### src/rtl/colpar_pkg.sv
// Shared types and constants for the column-parity slice scheduler.
package colpar_pkg;

    typedef enum logic [2:0] {
        IDLE,
        PRE_RD,
        PRE_LD,
        RD,
        INIT,
        RUN,
        WR,
        FIN
    } colpar_state_t;

    localparam int LANES      = 25;
    localparam int RUN_STEPS  = 25;
    localparam int WDOG_LIMIT = 32;
    localparam int WDOG_W     = $clog2(WDOG_LIMIT);

endpackage

### src/rtl/colpar_scheduler_if.sv
// Round-controller handshake plus slice-memory and datapath strobes of the scheduler.
interface colpar_scheduler_if #(
    parameter int ADDR_W = 6
);
    logic              start;
    logic              busy;
    logic              done;
    logic              rd_en;
    logic [ADDR_W-1:0] rd_addr;
    logic              wr_en;
    logic [ADDR_W-1:0] wr_addr;
    logic              colparIJrster;
    logic              ld_ij_par;
    logic              ld_prev;
    logic              colparDone;

    modport master (
        input  start, colparDone,
        output busy, done, rd_en, rd_addr, wr_en, wr_addr,
               colparIJrster, ld_ij_par, ld_prev
    );

    modport slave (
        output start, colparDone,
        input  busy, done, rd_en, rd_addr, wr_en, wr_addr,
               colparIJrster, ld_ij_par, ld_prev
    );
endinterface

### src/rtl/colpar_slice_counter.sv
// Slice index k with clear, increment and last-slice flag.
module colpar_slice_counter #(
    parameter int SLICES = 64,
    parameter int ADDR_W = 6
) (
    input  logic              clk,
    input  logic              rst,
    input  logic              clr,
    input  logic              inc,
    output logic [ADDR_W-1:0] k,
    output logic              last
);

    always_ff @(posedge clk) begin
        if (rst || clr) begin
            k <= '0;
        end else if (inc) begin
            k <= k + 1'b1;
        end
    end

    assign last = (k == ADDR_W'(SLICES - 1));

endmodule

### src/rtl/colpar_scheduler.sv
// Column-parity slice sequencer: walks SLICES slices through the theta datapath.
// Optional cycle counter enabled by defining COLPAR_SCHED_PERF_EN.
module colpar_scheduler
    import colpar_pkg::*;
#(
    parameter int SLICES = 64,
    parameter int ADDR_W = 6,
    parameter int CNT_W  = 16
) (
    input  logic                    clk,
    input  logic                    rst,
    colpar_scheduler_if.master      bus
`ifdef COLPAR_SCHED_PERF_EN
    ,
    output logic [CNT_W-1:0]        cycle_count
`endif
);

    if (((1 << ADDR_W) < SLICES) || (CNT_W < 1)) begin : g_cfg_check
        $error("colpar_scheduler: ADDR_W too small for SLICES or CNT_W invalid");
    end

    colpar_state_t     state;
    colpar_state_t     state_d;
    logic [WDOG_W-1:0] wdog;
    logic [ADDR_W-1:0] k;
    logic              k_last;
    logic              k_clr;
    logic              k_inc;
    logic              busy;

    colpar_slice_counter #(
        .SLICES (SLICES),
        .ADDR_W (ADDR_W)
    ) u_slice_counter (
        .clk  (clk),
        .rst  (rst),
        .clr  (k_clr),
        .inc  (k_inc),
        .k    (k),
        .last (k_last)
    );

    always_ff @(posedge clk) begin
        if (rst) begin
            state <= IDLE;
        end else begin
            state <= state_d;
        end
    end

    // Counts consecutive RUN cycles; a datapath that never signals completion is abandoned.
    always_ff @(posedge clk) begin
        if (rst || (state != RUN)) begin
            wdog <= '0;
        end else begin
            wdog <= wdog + 1'b1;
        end
    end

    always_comb begin
        state_d = state;
        k_clr   = 1'b0;
        k_inc   = 1'b0;
        case (state)
            IDLE:    if (bus.start) state_d = PRE_RD;
            PRE_RD:  state_d = PRE_LD;
            PRE_LD: begin
                k_clr   = 1'b1;
                state_d = RD;
            end
            RD:      state_d = INIT;
            INIT:    state_d = RUN;
            RUN: begin
                if (bus.colparDone) begin
                    state_d = WR;
                end else if (wdog == WDOG_W'(WDOG_LIMIT - 1)) begin
                    state_d = FIN;
                end
            end
            WR: begin
                if (k_last) begin
                    state_d = FIN;
                end else begin
                    k_inc   = 1'b1;
                    state_d = RD;
                end
            end
            FIN:     state_d = IDLE;
            default: state_d = IDLE;
        endcase
    end

    // Every strobe is a pure decode of the state register.
    assign busy              = (state != IDLE) && (state != FIN);
    assign bus.busy          = busy;
    assign bus.done          = (state == FIN);
    assign bus.rd_en         = (state == PRE_RD) || (state == RD);
    assign bus.rd_addr       = (state == PRE_RD) ? ADDR_W'(SLICES - 1) : k;
    assign bus.ld_prev       = (state == PRE_LD) || (state == WR);
    assign bus.colparIJrster = (state == INIT);
    assign bus.ld_ij_par     = (state == INIT) || (state == RUN);
    assign bus.wr_en         = (state == WR);
    assign bus.wr_addr       = k;

`ifdef COLPAR_SCHED_PERF_EN
    always_ff @(posedge clk) begin
        if (rst) begin
            cycle_count <= '0;
        end else if ((state == IDLE) && bus.start) begin
            cycle_count <= '0;
        end else if (busy && (cycle_count != {CNT_W{1'b1}})) begin
            cycle_count <= cycle_count + 1'b1;
        end
    end
`endif

endmodule

### src/flat_wrapper.sv
// flat-port wrapper written by rule: the top's interface ports become plain ports
module colpar_scheduler_flat import colpar_pkg::*;
#(
    parameter int SLICES = 64,
    parameter int ADDR_W = 6,
    parameter int CNT_W  = 16
)
  (clk, rst, bus_start, bus_colparDone, bus_busy, bus_done, bus_rd_en, bus_rd_addr, bus_wr_en, bus_wr_addr, bus_colparIJrster, bus_ld_ij_par, bus_ld_prev);
  colpar_scheduler_if #(.ADDR_W(ADDR_W)) bus_i ();
  input  logic clk;
  input  logic rst;
  input wire logic [$bits(bus_i.start)-1:0] bus_start;
  input wire logic [$bits(bus_i.colparDone)-1:0] bus_colparDone;
  output wire logic [$bits(bus_i.busy)-1:0] bus_busy;
  output wire logic [$bits(bus_i.done)-1:0] bus_done;
  output wire logic [$bits(bus_i.rd_en)-1:0] bus_rd_en;
  output wire logic [$bits(bus_i.rd_addr)-1:0] bus_rd_addr;
  output wire logic [$bits(bus_i.wr_en)-1:0] bus_wr_en;
  output wire logic [$bits(bus_i.wr_addr)-1:0] bus_wr_addr;
  output wire logic [$bits(bus_i.colparIJrster)-1:0] bus_colparIJrster;
  output wire logic [$bits(bus_i.ld_ij_par)-1:0] bus_ld_ij_par;
  output wire logic [$bits(bus_i.ld_prev)-1:0] bus_ld_prev;
  assign bus_i.start = bus_start;
  assign bus_i.colparDone = bus_colparDone;
  assign bus_busy = bus_i.busy;
  assign bus_done = bus_i.done;
  assign bus_rd_en = bus_i.rd_en;
  assign bus_rd_addr = bus_i.rd_addr;
  assign bus_wr_en = bus_i.wr_en;
  assign bus_wr_addr = bus_i.wr_addr;
  assign bus_colparIJrster = bus_i.colparIJrster;
  assign bus_ld_ij_par = bus_i.ld_ij_par;
  assign bus_ld_prev = bus_i.ld_prev;
  colpar_scheduler #(.SLICES(SLICES), .ADDR_W(ADDR_W), .CNT_W(CNT_W)) u_core (.clk(clk), .rst(rst), .bus(bus_i));
endmodule
### config.mk
export PLATFORM = sky130hd
export DESIGN_NAME = colpar_scheduler_flat
export DESIGN_NICKNAME = d
export VERILOG_FILES = /design/src/rtl/colpar_pkg.sv /design/src/rtl/colpar_scheduler_if.sv /design/src/rtl/colpar_slice_counter.sv /design/src/rtl/colpar_scheduler.sv /design/src/flat_wrapper.sv
export SDC_FILE = /design/constraint.sdc
export NUM_CORES = 1
export LEC_CHECK = 0
export CORE_MARGIN = 2
export CORE_UTILIZATION = 49
export CTS_BUF_LIST = sky130_fd_sc_hd__clkbuf_16
export DETAILED_ROUTE_END_ITERATION = 8
export GPL_ROUTABILITY_DRIVEN = 0
export PLACE_DENSITY = 0.89
export SYNTH_ARGS = -nofsm -noshare
export SYNTH_HDL_FRONTEND = slang
export SYNTH_SLANG_ARGS = --single-unit
### constraint.sdc
create_clock -name clk -period 4.2 [get_ports clk]
set_clock_uncertainty 0.2 [all_clocks]
set_input_delay 0.63 -clock clk [delete_from_list [all_inputs] [get_ports clk]]
set_output_delay 0.63 -clock clk [all_outputs]
set_load 0.005 [all_outputs]
==> impl_metrics.env, run 1 <==
export IMPL_run_status="completed"
export IMPL_worstHoldPathCells=1
export IMPL_vias=716
export IMPL_switchingPower_mw=0.0764
export IMPL_antenna_found_initial=0
export IMPL_finalCritPeriodShare=0.638
export IMPL_max_slew_margin=0.736
export IMPL_synth_xor_area_frac=0.0224
export IMPL_synth_seq_cells=14
export IMPL_p_comb_frac=0.131
export IMPL_p_per_area_nw_per_um2=347
export IMPL_num_rows=14
export IMPL_synth_simple_area_share=0.299
export IMPL_synth_area_um2=783
export IMPL_numCtsBuffers=3
export IMPL_rr_startpoint="u_core.state[1]"
export IMPL_finalSetupTns_ps=0
export IMPL_dr_first_iter_drc_count=11
export IMPL_slew_violations=0
export IMPL_clkPwrFrac=0.483
export IMPL_ctsHoldBuffers=0
export IMPL_path_clk_slew_ps=50
export IMPL_drive_above_1_share=0.0909
export IMPL_final_cell_mix="clkdlybuf4s50_1 (22), dfxtp_1 (14), inv_1 (8)"
export IMPL_ys_flop_type="dfxtp_1"
export IMPL_tightest_slew_ps=396
export IMPL_r2r_end="u_core.u_slice_counter.k[0]"
export IMPL_async_flop_share=0
export IMPL_wl_per_cell_um=13.2
export IMPL_swShare=0.207
export IMPL_htree_levels=1
export IMPL_port_buffers=22
export IMPL_die_h_um=44.0
export IMPL_cts_root_buf="clkbuf_16"
export IMPL_grt_ovfl_total=0
export IMPL_ant_nets=0
export IMPL_initial_utilization=0.520
export IMPL_crit_path_max_fanout=13
export IMPL_required_ps=3370
export IMPL_synth_fa_ha_area_frac=0.0479
export IMPL_worstSkewPairLatency_ps=240
export IMPL_period_needed_ps=2680
export IMPL_coreArea_um2=1510
export IMPL_grt_first_pass_wirelength_um=2820
export IMPL_clock_fmax_ghz=0.373
export IMPL_synth_top_family_by_area="simple AND/OR/NAND/NOR gates"
export IMPL_cts_resized=0
export IMPL_start_kind="flip-flop"
export IMPL_clock_path_buffers=2
export IMPL_synth_edff_count=0
export IMPL_synth_mux_area_frac=0.0383
export IMPL_rsz0062_at_grt="false"
export IMPL_power_frac_seq=0.386
export IMPL_ff2ff_setup_slack_ps=2530
export IMPL_critical_path_class="reg -> out"
export IMPL_drc=0
export IMPL_yosysWarnings=0
export IMPL_synth_compound_area_frac=0.145
export IMPL_arrival_ps=1850
export IMPL_setup_violations=0
export IMPL_grt_usage=0.197
export IMPL_dp_hpwl_um=1150
export IMPL_n_antenna_cell=0
export IMPL_hold_ws_ps=242
export IMPL_synth_cell_types=32
export IMPL_grt_pass1_vias=638
export IMPL_p_int_mw=0.292
export IMPL_synthToLayoutAreaGrowth_pct=35.6
export IMPL_end_kind="primary output"
export IMPL_viasPerCell=5.68
export IMPL_hold_violations=0
export IMPL_grt_max_degree=14
export IMPL_die_width_um=44.0
export IMPL_io_pins=23
export IMPL_postCtsSetupBuffers=0
export IMPL_n_fill_cell=113
export IMPL_drt_first_pass_iters=4
export IMPL_r2r_cells=3
export IMPL_hp_start="u_core.wdog[0]"
export IMPL_syn_nets=98
export IMPL_leakage_nw=0.420
export IMPL_die_area_um2=1930
export IMPL_final_common_cell="clkdlybuf4s50_1"
export IMPL_tritoncts="built"
export IMPL_ir_drop_mv=0.247
export IMPL_postSynthCellCount=91
export IMPL_nets=118
export IMPL_clock_sinks=14
export IMPL_yosysSeqAreaShare=0.358
export IMPL_syn_area_per_cell_um2=8.61
export IMPL_drt_wl_total_um=1660
export IMPL_maxCapViolCount=0
export IMPL_hold_end="u_core.wdog[0]"
export IMPL_hp_class="reg -> reg"
## sequential cells by signal, indices dropped and copies added, names as in the netlist
signal	flops
u_core.wdog	5
u_core.state	3
u_core.u_slice_counter.k	6
## routing by layer
layer / wire, um / up-vias / part of all wire / track usage
met4: 12 / 0 / 0.0072 / 0.115
met3: 54 / 4 / 0.032 / 0.0458
met1: 743 / 334 / 0.45 / 0.247
met2: 852 / 18 / 0.51 / 0.306
li1: - / 360 / - / -
met5: 0 / - / 0 / 0
## worst max-delay path: stages (launching register included)
cell and delay [ps]:
dfxtp_1 520, nand2b_1 150, nor2_1 280, or2_2 170, clkdlybuf4s50_1 490
## final cells by class
type | count | area [um2] | share of cell area
clock inverter | 1 | 3.75 | 0.00353
sequential | 14 | 280 | 0.264
tap | 16 | 20.0 | 0.0188
multi-input combinational | 62 | 433 | 0.408
timing repair buffer | 22 | 220 | 0.207
clock buffer | 3 | 75.1 | 0.0707
inverter | 8 | 30.0 | 0.0283
## power by group through the flow
stage / sequential, mW / clock (mW) / combinational, mW
floorplan: 0.140 / 0 / 0.0283
global placement: 0.144 / 0 / 0.0463
CTS: 0.142 / 0.183 / 0.0484
detailed placement: 0.144 / 0 / 0.0474
finish: 0.142 / 0.178 / 0.0482
global route: 0.143 / 0.187 / 0.0529
## cells in the mapped netlist (all sizes together) (2+ instances only)
library cell  number  share of area
nand3              2          0.013
nor2               7          0.034
clkbuf             3          0.014
ha                 3          0.048
nand3b             6          0.062
or2                6          0.048
a21oi              4          0.026
a41oi              2          0.022
or3b               3          0.034
nor3               2          0.013
a311oi             3          0.034
dfxtp             14           0.36
mux2i              3          0.038
and3               3          0.024
a211oi             3          0.029
inv                8          0.038
buf                4          0.037
nand2b             3          0.024
nand2              2         0.0096
## how the worst max path moves through the flow
stage	cells past startpoint	slack (ps)	endpoint	from
2_1_floorplan	4	2480	bus_rd_addr[0]	u_core.state[2]
3_3_place_gp	4	1890	bus_rd_addr[1]	u_core.state[0]
3_5_place_dp	4	1790	bus_rd_addr[4]	u_core.state[0]
4_1_cts	4	1520	bus_rd_addr[0]	u_core.state[0]
5_1_grt	4	1370	bus_rd_addr[5]	u_core.state[0]
6_report	4	1520	bus_rd_addr[0]	u_core.state[0]
## cells by family after synthesis
| family | count (synthesis) |
|---|---|
| AOI/OAI and AO/OA | 16 |
| xor gates and xnor gates | 2 |
| adders and majority gates | 3 |
| buffers and inverters | 15 |
| DFF | 14 |
| muxes | 3 |
| and+or+nand+nor | 38 |
## through the flow
step | utilization | cells | setup slack (ps) | cell area (um2) | power (mW)
after floorplan | - | 91 | 2480 | 783 | 0.168
after global placement | 0.653 | 122 | 1890 | 983 | 0.190
after global routing | 0.705 | 126 | 1370 | 1060 | 0.383
after detailed placement | 0.653 | 122 | 1790 | 983 | 0.192
final | 0.705 | 126 | 1520 | 1060 | 0.369
after CTS | 0.705 | 126 | 1520 | 1060 | 0.373
Power figures use the tool's default switching activity.
==> inputs of run 2 (changes only) <==
--- a/config.mk
+++ b/config.mk
@@ -6,11 +6,11 @@
 export NUM_CORES = 1
 export LEC_CHECK = 0
 export CORE_MARGIN = 2
-export CORE_UTILIZATION = 49
+export CORE_UTILIZATION = 41
 export CTS_BUF_LIST = sky130_fd_sc_hd__clkbuf_16
 export DETAILED_ROUTE_END_ITERATION = 8
 export GPL_ROUTABILITY_DRIVEN = 0
-export PLACE_DENSITY = 0.89
+export PLACE_DENSITY = 0.81
 export SYNTH_ARGS = -nofsm -noshare
 export SYNTH_HDL_FRONTEND = slang
 export SYNTH_SLANG_ARGS = --single-unit
==> constraint.sdc (replaced) <==
create_clock -name clk -period 2.2 [get_ports clk]
set_clock_uncertainty 0.2 [all_clocks]
set_input_delay 0.33 -clock clk [delete_from_list [all_inputs] [get_ports clk]]
set_output_delay 0.33 -clock clk [all_outputs]
set_load 0.005 [all_outputs]
==> run 2 against run 1 <==
Net effect:
- clock power is 92% higher
- power rose by 93%
- largest cell class unchanged
- register-to-register slack got worse by 2000 ps
- routed wire length increased by 3.2%
==> impl_metrics.env, run 2 (same netlist as run 1, synthesis figures left out) <==
export IMPL_cpPeakStageDelay_ps=450
export IMPL_ir_drop_mv=0.536
export IMPL_cts_root_buf="clkbuf_16"
export IMPL_die_width_um=47.7
export IMPL_drt_first_pass_iters=4
export IMPL_dp_cells=133
export IMPL_num_rows=15
export IMPL_hold_violations=0
export IMPL_nets=120
export IMPL_period_needed_ps=2090
export IMPL_final_cell_mix="clkdlybuf4s50_1 (22), dfxtp_1 (12), inv_1 (8)"
export IMPL_n_fill_cell=174
export IMPL_dp_hpwl_um=1210
export IMPL_worstSkewPairLatency_ps=240
export IMPL_numCtsBuffers=3
export IMPL_largest_reg_flops=6
export IMPL_hp_start="u_core.wdog[0]"
export IMPL_setup_violations=0
export IMPL_maxCapViolCount=0
export IMPL_path_clk_slew_ps=50
export IMPL_antenna_found_initial=0
export IMPL_run_status="completed"
export IMPL_setup_worst_path_start="u_core.state[2]"
export IMPL_viasPerCell=5.38
export IMPL_fin_util=0.623
export IMPL_required_ps=1670
export IMPL_synthToLayoutAreaGrowth_pct=40.3
export IMPL_max_slew_margin=0.769
export IMPL_crit_path_cell_trace="nand2b_1 -> nor2_4 -> or2_2 -> clkdlybuf4s50_1"
export IMPL_finalCritPeriodShare=0.948
export IMPL_hp_class="reg -> reg"
export IMPL_wl_per_cell_um=12.5
export IMPL_clock_path_buffers=2
export IMPL_arrival_ps=1560
export IMPL_switchingPower_mw=0.148
export IMPL_rsz0062_at_grt="false"
export IMPL_swShare=0.209
export IMPL_drt_wl_total_um=1720
export IMPL_port_buffers=22
export IMPL_tightest_slew_ps=342
export IMPL_initial_utilization=0.444
export IMPL_multiInputGateArea_um2=440
export IMPL_final_common_cell="clkdlybuf4s50_1"
export IMPL_clock_fmax_ghz=0.479
export IMPL_finalSetupTns_ps=0
export IMPL_leakage_nw=0.431
export IMPL_top_regs="u_core.u_slice_counter.k (6), u_core.wdog (5), u_core.state (3)"
export IMPL_n_antenna_cell=0
export IMPL_clkPwrFrac=0.480
export IMPL_die_area_um2=2280
export IMPL_dr_first_iter_drc_count=15
export IMPL_end_kind="primary output"
export IMPL_drive_above_1_share=0.134
export IMPL_power_frac_seq=0.379
export IMPL_io_pins=23
export IMPL_p_int_mw=0.563
export IMPL_crit_slowest_cell="clkdlybuf4s50_1"
export IMPL_p_per_area_nw_per_um2=647
export IMPL_postCtsSetupBuffers=0
export IMPL_grt_ovfl_total=0
export IMPL_grt_max_degree=14
export IMPL_tritoncts="built"
export IMPL_start_kind="flip-flop"
export IMPL_drc=0
export IMPL_final_cells=137
export IMPL_finalPower_mw=0.711
export IMPL_p_comb_frac=0.141
export IMPL_slew_violations=0
export IMPL_regMostFlops="u_core.u_slice_counter.k"
export IMPL_clock_sinks=14
export IMPL_grt_pass1_vias=635
export IMPL_rr_startpoint="u_core.wdog[0]"
export IMPL_ctsHoldBuffers=0
export IMPL_coreArea_um2=1760
export IMPL_ff2ff_setup_slack_ps=550
export IMPL_grt_usage=0.173
export IMPL_htree_levels=1
export IMPL_ant_nets=0
export IMPL_critical_path_class="reg -> out"
export IMPL_seqCellArea_um2=283
export IMPL_crit_path_max_fanout=6
export IMPL_vias=737
export IMPL_grt_first_pass_wirelength_um=2730
export IMPL_crit_family="simple AND/OR/NAND/NOR gates"
export IMPL_crit_buf_inv=1
export IMPL_die_h_um=47.7
run 2: worst reg2reg max path: stages, from the launching register on:
cell      delay, ps
dfxtp_1         310
ha_1            210
and3_1          190
ha_1            160
o311ai_0        310
a21oi_1         130
run 2: final cells by class:
cell class / instances / area share
Multi-Input combinational cell: 62 / 0.401
Tap cell: 25 / 0.0285
Clock buffer: 3 / 0.0683
Sequential cell: 14 / 0.257
Clock inverter: 1 / 0.00342
Timing Repair Buffer: 24 / 0.214
Inverter: 8 / 0.0273
run 2: repair_timing:
item,CTS,global route
pin swaps,0,0
gates resized for setup,2,2
setup endpoints to repair,6,6
run 2: metrics by stage:
stage                     hold slack, ps  setup WS [ps]  cell area [um2]
after global placement               232            260             1010
after global routing                 273           19.2             1100
after floorplan                      218            675              783
after CTS                            246           63.3             1090
after detailed placement             240            203             1010
final                                243            114             1100
run 2: path summary, 6_finish.rpt:
check                                  endpoint  cells past startpoint
worst max-delay path             bus_rd_addr[2]                      4
worst max register to register  u_core.state[1]                      5
worst min-delay path             u_core.wdog[0]                      1
worst min register to register   u_core.wdog[0]                      1
run 2: metal layers:
| metal | vias to the layer above | global-route usage | share of wire |
|---|---|---|---|
| met4 | 0 | 0.0595 | 0.019 |
| met5 | - | 0 | 0 |
| met2 | 20 | 0.288 | 0.51 |
| met1 | 346 | 0.201 | 0.42 |
| met3 | 4 | 0.0679 | 0.051 |
| li1 | 367 | - | - |
run 2: power by group through the flow:
stage / combinational [mW] / clock, mW / sequential, mW
6_report: 0.100 / 0.341 / 0.270
5_1_grt: 0.111 / 0.359 / 0.271
4_1_cts: 0.0994 / 0.347 / 0.268
3_5_place_dp: 0.0984 / 0 / 0.272
3_3_place_gp: 0.0950 / 0 / 0.271
2_1_floorplan: 0.0540 / 0 / 0.267
==> inputs of run 3 (changes only) <==
--- a/config.mk
+++ b/config.mk
@@ -6,11 +6,11 @@
 export NUM_CORES = 1
 export LEC_CHECK = 0
 export CORE_MARGIN = 2
-export CORE_UTILIZATION = 41
+export CORE_UTILIZATION = 49
 export CTS_BUF_LIST = sky130_fd_sc_hd__clkbuf_16
 export DETAILED_ROUTE_END_ITERATION = 8
 export GPL_ROUTABILITY_DRIVEN = 0
-export PLACE_DENSITY = 0.81
+export PLACE_DENSITY = 0.89
 export SYNTH_ARGS = -nofsm -noshare
 export SYNTH_HDL_FRONTEND = slang
 export SYNTH_SLANG_ARGS = --single-unit
==> constraint.sdc (replaced) <==
create_clock -name clk -period 2.4 [get_ports clk]
set_clock_uncertainty 0.2 [all_clocks]
set_input_delay 0.36 -clock clk [delete_from_list [all_inputs] [get_ports clk]]
set_output_delay 0.36 -clock clk [all_outputs]
set_load 0.005 [all_outputs]
==> run 3 against run 2 <==
Net effect:
- power decreased by 9.2%
- cell count decreased by 8.0%
- combinational power decreased by 15%
- critical endpoint is now bus_rd_addr[0]
- highest routed layer unchanged
==> impl_metrics.env, run 3 (same netlist as run 1, synthesis figures left out) <==
export IMPL_hold_violations=0
export IMPL_p_per_area_nw_per_um2=605
export IMPL_nets=118
export IMPL_r2r_cells=3
export IMPL_r2r_end="u_core.u_slice_counter.k[0]"
export IMPL_final_cell_mix="clkdlybuf4s50_1 (22), dfxtp_1 (12), inv_1 (8)"
export IMPL_setup_violations=0
export IMPL_period_needed_ps=2230
export IMPL_drive_above_1_share=0.118
export IMPL_ant_nets=0
export IMPL_initial_utilization=0.520
export IMPL_crit_path_max_fanout=13
export IMPL_numCtsBuffers=3
export IMPL_finalCritPeriodShare=0.929
export IMPL_rsz0062_at_grt="false"
export IMPL_slew_violations=0
export IMPL_die_h_um=44.0
export IMPL_leakage_nw=0.420
export IMPL_start_kind="flip-flop"
export IMPL_arrival_ps=1670
export IMPL_synthToLayoutAreaGrowth_pct=36.3
export IMPL_final_common_cell="clkdlybuf4s50_1"
export IMPL_cp_endpoint="bus_rd_addr[0]"
export IMPL_largest_reg_flops=6
export IMPL_die_width_um=44.0
export IMPL_num_rows=14
export IMPL_grt_max_degree=14
export IMPL_coreArea_um2=1510
export IMPL_ir_drop_mv=0.436
export IMPL_drt_first_pass_iters=4
export IMPL_run_status="completed"
export IMPL_n_antenna_cell=0
export IMPL_dp_hpwl_um=1150
export IMPL_worstSkewPairLatency_ps=240
export IMPL_wl_per_cell_um=13.0
export IMPL_grt_first_pass_wirelength_um=2790
export IMPL_tightest_slew_ps=421
export IMPL_required_ps=1840
export IMPL_setup_worst_path_start="u_core.state[1]"
export IMPL_viasPerCell=5.62
export IMPL_ctsHoldBuffers=0
export IMPL_antenna_found_initial=0
export IMPL_grt_usage=0.195
export IMPL_port_buffers=22
export IMPL_htree_levels=1
export IMPL_hp_class="reg -> reg"
export IMPL_drt_wl_total_um=1640
export IMPL_clock_fmax_ghz=0.448
export IMPL_ff2ff_setup_slack_ps=710
export IMPL_maxCapViolCount=0
export IMPL_critical_path_class="reg -> out"
export IMPL_die_area_um2=1930
export IMPL_clock_path_buffers=2
export IMPL_path_clk_slew_ps=50
export IMPL_drc=0
export IMPL_grt_ovfl_total=0
export IMPL_postCtsSetupBuffers=0
export IMPL_dr_first_iter_drc_count=2
export IMPL_max_slew_margin=0.719
export IMPL_io_pins=23
export IMPL_finalSetupTns_ps=0
export IMPL_tritoncts="built"
export IMPL_top_regs="u_core.u_slice_counter.k (6), u_core.wdog (5), u_core.state (3)"
export IMPL_cts_root_buf="clkbuf_16"
export IMPL_finalPower_mw=0.646
export IMPL_rr_startpoint="u_core.state[1]"
export IMPL_vias=708
export IMPL_end_kind="primary output"
export IMPL_grt_pass1_vias=637
export IMPL_regMostFlops="u_core.u_slice_counter.k"
export IMPL_clock_sinks=14
-- run 3: cell types whose count changed in the layout (fill, tap and decap cells not counted), sizes merged --
| cell | delta |
|---|---|
| buf | -2 |
-- run 3: cell type report --
class | count | area, um2
well taps | 16 | 20.0
inverters | 8 | 30.0
fillers | 113 | 439
flip-flops and latches | 14 | 283
multi-input cells | 62 | 435
clock inverters | 1 | 3.75
clock buffers | 3 | 75.1
repair buffers | 22 | 220
-- run 3: stage by stage --
step                hold slack, ps  cell area, um2  std cells   util  setup WS [ps]
floorplan                      218             783         91      -            875
global placement               232             983        122  0.653            362
detailed placement             234             983        122  0.653            260
CTS                            245            1060        126  0.707           79.8
global route                   264            1070        126  0.708           23.4
finish                         242            1070        126  0.708            170
-- run 3: power by group --
part           leakage [nW]  total (mW)  internal, mW  switching, mW
Clock                0.0385       0.311         0.220         0.0912
Sequential            0.114       0.250         0.238         0.0118
Combinational         0.268      0.0848        0.0544         0.0304
Total                 0.420       0.646         0.512          0.133
-- run 3: worst min path at each step --
stage,start,to,cells past startpoint
after floorplan,u_core.wdog[0],u_core.wdog[0],1
after global placement,u_core.wdog[0],u_core.wdog[0],1
after detailed placement,u_core.wdog[0],u_core.wdog[0],1
after CTS,u_core.wdog[0],u_core.wdog[0],1
after global routing,u_core.wdog[0],u_core.wdog[0],1
final,u_core.wdog[0],u_core.wdog[0],1
-- run 3: timing repair --
action	CTS	global route
setup endpoints to repair	4	6
resized for setup	1	2
pin swaps	0	0
-- run 3: metal layers --
metal,track usage,part of all wire,vias to the layer above
met1,0.244,0.43,328
met2,0.306,0.53,18
met5,0,0,-
met4,0.115,0.0030,0
met3,0.0417,0.039,2
li1,-,-,360
-- run 3: worst max-delay path, cell delays in order, from the launching register on --
cell and delay (ps):
dfxtp_1 570, nor2_2 130, or2_2 290, clkdlybuf4s50_1 440
